===== src/rtl/arith_pkg.sv =====
// rtl/arith_pkg.sv - shared arithmetic datapath types, sizing and reference divide
package arith_pkg;

    // Operand width shared by the array multiplier and the iterative divider
    localparam int ARITH_WIDTH = 4;

    typedef enum logic [1:0] {
        IDLE = 2'd0,
        RUN  = 2'd1,
        DONE = 2'd2
    } div_state_t;

    // Returns {quotient, remainder} in two 32-bit halves; divide by zero yields
    // an all-ones quotient of the given width and the dividend as remainder.
    function automatic logic [63:0] div_ref(input logic [31:0] dividend,
                                            input logic [31:0] divisor,
                                            input int          width);
        logic [31:0] mask;
        logic [31:0] q;
        logic [31:0] r;
        mask = (width >= 32) ? 32'hffff_ffff : ((32'd1 << width) - 32'd1);
        if (divisor == 32'd0) begin
            q = mask;
            r = dividend;
        end else begin
            q = dividend / divisor;
            r = dividend % divisor;
        end
        return {q, r};
    endfunction

endpackage


===== src/rtl/div_restore_step.sv =====
// rtl/div_restore_step.sv - one combinational restoring-division step
module div_restore_step #(
    parameter int WIDTH = 4
) (
    input  logic [WIDTH-1:0] r,
    input  logic [WIDTH-1:0] q,
    input  logic [WIDTH-1:0] divisor,
    output logic [WIDTH-1:0] r_next,
    output logic [WIDTH-1:0] q_next
);

    logic [WIDTH:0] t;
    logic           ge;

    // Shift the next dividend bit into the partial remainder, subtract if it fits.
    // The restored remainder is always below the divisor, so WIDTH bits suffice.
    always_comb begin
        t      = {r, q[WIDTH-1]};
        ge     = (t >= {1'b0, divisor});
        r_next = ge ? WIDTH'(t - {1'b0, divisor}) : t[WIDTH-1:0];
        q_next = {q[WIDTH-2:0], ge};
    end

endmodule


===== src/rtl/seq_restoring_divider.sv =====
// rtl/seq_restoring_divider.sv - iterative unsigned restoring divider with start/done handshake
module seq_restoring_divider
    import arith_pkg::*;
#(
    parameter  int WIDTH = ARITH_WIDTH,
    localparam int CNT_W = $clog2(WIDTH + 1)
) (
    input  logic             clk,
    input  logic             rst_n,
    input  logic             start,
    input  logic [WIDTH-1:0] dividend,
    input  logic [WIDTH-1:0] divisor,
    output logic             busy,
    output logic             done,
    output logic [WIDTH-1:0] quotient,
    output logic [WIDTH-1:0] remainder,
    output logic             div_by_zero
);

    localparam logic [1:0] S_IDLE = IDLE;
    localparam logic [1:0] S_RUN  = RUN;
    localparam logic [1:0] S_DONE = DONE;

    logic [1:0]       state;
    logic [CNT_W-1:0] cnt;
    logic [WIDTH-1:0] r_q;
    logic [WIDTH-1:0] q_q;
    logic [WIDTH-1:0] d_q;
    logic [WIDTH-1:0] r_next;
    logic [WIDTH-1:0] q_next;

    div_restore_step #(
        .WIDTH (WIDTH)
    ) u_step (
        .r       (r_q),
        .q       (q_q),
        .divisor (d_q),
        .r_next  (r_next),
        .q_next  (q_next)
    );

    // Control FSM, iteration state and result registers. Results land on entry
    // to DONE; the done pulse follows one cycle later while the FSM is back in
    // IDLE, which is what lets a held start re-issue every WIDTH+2 cycles.
    always_ff @(posedge clk) begin
        if (!rst_n) begin
            state       <= S_IDLE;
            cnt         <= '0;
            r_q         <= '0;
            q_q         <= '0;
            d_q         <= '0;
            busy        <= 1'b0;
            done        <= 1'b0;
            quotient    <= '0;
            remainder   <= '0;
            div_by_zero <= 1'b0;
        end else begin
            case (state)
                S_IDLE: begin
                    done <= 1'b0;
                    if (start) begin
                        busy <= 1'b1;
                        d_q  <= divisor;
                        if (divisor == '0) begin
                            state       <= S_DONE;
                            quotient    <= '1;
                            remainder   <= dividend;
                            div_by_zero <= 1'b1;
                        end else begin
                            state <= S_RUN;
                            cnt   <= CNT_W'(WIDTH);
                            r_q   <= '0;
                            q_q   <= dividend;
                        end
                    end else begin
                        busy <= 1'b0;
                    end
                end
                S_RUN: begin
                    r_q <= r_next;
                    q_q <= q_next;
                    cnt <= cnt - CNT_W'(1);
                    if (cnt == CNT_W'(1)) begin
                        state       <= S_DONE;
                        quotient    <= q_next;
                        remainder   <= r_next;
                        div_by_zero <= 1'b0;
                    end
                end
                S_DONE: begin
                    done  <= 1'b1;
                    state <= S_IDLE;
                end
                default: begin
                    state <= S_IDLE;
                end
            endcase
        end
    end

endmodule


===== config.mk =====
export PLATFORM = sky130hd
export DESIGN_NAME = seq_restoring_divider
export DESIGN_NICKNAME = d
export VERILOG_FILES = /design/src/rtl/arith_pkg.sv /design/src/rtl/div_restore_step.sv /design/src/rtl/seq_restoring_divider.sv
export SDC_FILE = /design/constraint.sdc
export NUM_CORES = 1
export LEC_CHECK = 0
export BUFFER_PORTS_ARGS = -buffer_cell sky130_fd_sc_hd__buf_2
export CAP_MARGIN = 20
export CORE_MARGIN = 5
export CORE_UTILIZATION = 46
export CTS_CLUSTER_DIAMETER = 40
export DETAILED_ROUTE_END_ITERATION = 7
export HOLD_SLACK_MARGIN = 0.12
export PLACE_DENSITY = 0.67
export SYNTH_ARGS = -nofsm -noshare
export SYNTH_HDL_FRONTEND = slang
export SYNTH_SLANG_ARGS = --single-unit

===== constraint.sdc =====
create_clock -name clk -period 1.99 [get_ports clk]
set_input_delay 0.398 -clock clk [delete_from_list [all_inputs] [get_ports clk]]
set_output_delay 0.398 -clock clk [all_outputs]
set_load 0.01 [all_outputs]

==> flow_metrics.py <==
metrics = {
    "run_status": {
        "status": "finished clean",
    },
    "synthesis": {
        "yosysTopAreaCell": "dfxtp_1",
        "synth.most_common_cell": "dfxtp_1",
        "synth_mux_area_frac": 0.00717,
        "synth_seq_area_share": 0.402,
        "synth_edf_count": 0,
        "ys_async_sr_fraction": 0,
        "synthSimpleGateAreaFrac": 0.205,
        "synth.distinct_cells": 34,
        "synth_commonest_cells": "dfxtp_1 (28), nand2_1 (25), nor2_1 (18)",
        "synth-xor-area-share": 0.00628,
        "syn_nets": 185,
        "syn_avg_cell_area_um2": 8.35,
        "synth-compound-area-share": 0.250,
        "syn_inst": 167,
        "ys_warn_count": 0,
        "syn-cell-area_mm2": 0.00140,
        "synth_top_cell_area_share": 0.402,
        "synthAdderAreaFrac": 0.0682,
        "synth-main-ff-cell": "dfxtp_1",
        "ys_seq_elements": 28,
        "ys_top_cells_by_area": "dfxtp_1 (40%), nand2_1 (6.7%), a21oi_1 (5.4%)",
        "synth_top_family_by_area": "compound AO/OA/AOI/OAI gates",
    },
    "timing": {
        "fin_setup_tns_ps": 0,
        "finalHoldViolCount": 0,
        "grt_setup_unrepaired": "no",
        "setup_viol": 0,
        "finClkSkew_ps": 3.75,
        "post-route-period-util": 0.944,
        "drv_slew": 0,
        "tightest_slew_ps": 579,
        "slew_headroom": 0.614,
        "clock.fmax_ghz": 0.533,
        "fin_crit_ps": 1880,
    },
    "critical_path": {
        "end_kind": "flop",
        "crit_fanout": 5,
        "arrival_ps": 2100,
        "worstPathRequired_ps": 2220,
        "path_class": "flop to flop",
        "start_kind": "flop",
    },
    "die": {
        "die_h_um": 65.1,
        "die_w_um": 65.1,
        "start_util": 0.468,
        "core_area_mm2": 0.00298,
        "die-area_mm2": 0.00423,
        "fp-row-count": 20,
        "ios": 22,
    },
    "pwr": {
        "power_leakage_uw": 0.000649,
        "power_density_mw_per_mm2": 781,
        "netSwitchingFraction": 0.310,
        "p_switching_uw": 384,
        "pwr-share-seq": 0.517,
        "pwr-share-clk": 0.225,
        "ir_worst_vdd_uv": 312,
        "pwr-share-comb": 0.258,
        "internal_power_uw": 856,
    },
    "placement": {
        "routabilityCongestion": 0.843,
        "io_buffers": 21,
        "hpwl_mm": 2.26,
        "dpl_cell_area_mm2": 0.00155,
    },
    "clock_tree": {
        "root_buffer": "clkbuf_4",
        "cts_tree": "done",
        "cts.htree.levels": 1,
        "clk_path_buf_depth": 2,
        "clkTransAtPathRegs_ps": 150,
        "cts_buffers": 3,
        "clock-sinks": 28,
        "clock_latency_ps": 320,
    },
    "min_path": {
        "hold_path.class": "input port to flop",
    },
    "cells_and_area": {
        "final_nets": 209,
        "drive_above_1_share": 0.221,
        "fin_util": 0.534,
        "diodes": 0,
        "area_growth_pct": 13.9,
        "fillCellCount": 280,
        "seq_area_um2": 562,
        "post-route-cell-area_mm2": 0.00159,
        "multi_input_comb_area_um2": 749,
    },
    "global_route": {
        "grt_pass1_vias": 1167,
        "grt_pass1_wl_mm": 4.99,
        "grt_antenna_before_repair": 0,
        "grt.total_usage": 0.146,
        "grt_max_degree": 18,
        "overflow": 0,
    },
    "routing": {
        "dr.pass1.iters": 4,
        "wirelength_mm": 2.92,
        "ant_nets": 0,
        "dr_total_vias": 1225,
        "wl_per_cell_um": 13.1,
        "route.detailed.drc": 0,
        "drt-initial-drc-count": 70,
        "via_per_inst": 5.49,
    },
    "run": {
        "maxCapViolations": 0,
    },
}
==> final cells by class <==
cell class / instances / share of cell area
clock buffer: 4 / 0.0228
inverter: 8 / 0.0189
multi-input combinational: 122 / 0.472
sequential: 28 / 0.354
tap: 33 / 0.0260
timing repair buffer: 28 / 0.107
==> critical path, stage by stage, from the launching register on <==
cell and delay [ps]:
dfxtp_2 380, inv_1 50, ha_1 180, or4_1 490, a21o_1 180, and2_4 150
a31oi_1 240, a31oi_1 110
==> per-layer routing <==
metal	vias up	GRT usage	share of wire
met1	548	0.186	0.45
met3	2	0.0243	0.062
met4	0	0.0389	0.0031
met5	-	0	0
met2	43	0.254	0.49
li1	632	-	-
==> flip-flops by register name (all words and copies together), names as in the netlist <==
signal,flops
busy,1
cnt,3
d_q,4
div_by_zero,1
done,1
q_q,4
quotient,4
r_q,4
remainder,4
state,2
==> path summary, 6_finish.rpt <==
path | startpoint | endpoint | slack [ps] | cells past startpoint
worst min-delay path | divisor[3] | d_q[3]$_SDFFE_PN0P_ | 310 | 3
worst max-delay path | d_q[1]$_SDFFE_PN0P_ | remainder[2]$_SDFFE_PN0P_ | 110 | 7
worst max register to register | d_q[1]$_SDFFE_PN0P_ | remainder[2]$_SDFFE_PN0P_ | 110 | 7
worst min register to register | d_q[3]$_SDFFE_PN0P_ | d_q[3]$_SDFFE_PN0P_ | 470 | 2
==> power by group through the flow <==
stage / Clock, uW / Combinational, uW / Sequential, uW
after floorplan: 0 / 237 / 644
after global placement: 0 / 312 / 652
after detailed placement: 0 / 315 / 654
after CTS: 291 / 322 / 641
after global routing: 312 / 360 / 648
final: 279 / 320 / 642
==> cell usage in the layout (no fill, tap or decap), types with 3 or more instances in the layout <==
| cell | n |
|---|---|
| inv_1 | 8 |
| a31oi_1 | 5 |
| buf_4 | 6 |
| nand2_1 | 25 |
| a21oi_1 | 15 |
| clkbuf_4 | 3 |
| nand3_1 | 3 |
| nand2b_1 | 3 |
| dfxtp_1 | 27 |
| ha_1 | 6 |
| a311oi_2 | 3 |
| a211oi_1 | 6 |
| nor2_1 | 18 |
| o21ai_0 | 14 |
| and2_1 | 3 |
| buf_2 | 21 |
==> metrics by stage <==
step	setup WS (ps)	total power [uW]	instances	hold slack (ps)
2_1_floorplan	176	882	167	436
3_3_place_gp	158	964	219	445
3_5_place_dp	81.5	969	219	458
4_1_cts	60.0	1250	223	308
5_1_grt	11.7	1320	223	312
6_report	112	1240	223	315
==> kinds of logic (layout without fill, tap and decap cells) <==
logic type | count (synthesis) | after routing
simple gates | 62 | 62
mux | 1 | 1
buf+inv | 17 | 40
xor+xnor | 1 | 1
fa+ha+maj | 7 | 7
flops | 28 | 28
compound gates | 51 | 51
==> repair_timing <==
| item | 4_1_cts | 5_1_grt |
|---|---|---|
| resized for setup | 0 | 1 |
| hold buffers | 0 | 0 |
| setup buffers | 0 | 0 |
| setup endpoints to repair | 0 | 5 |
No activity file was read; power rests on OpenSTA's default activity.
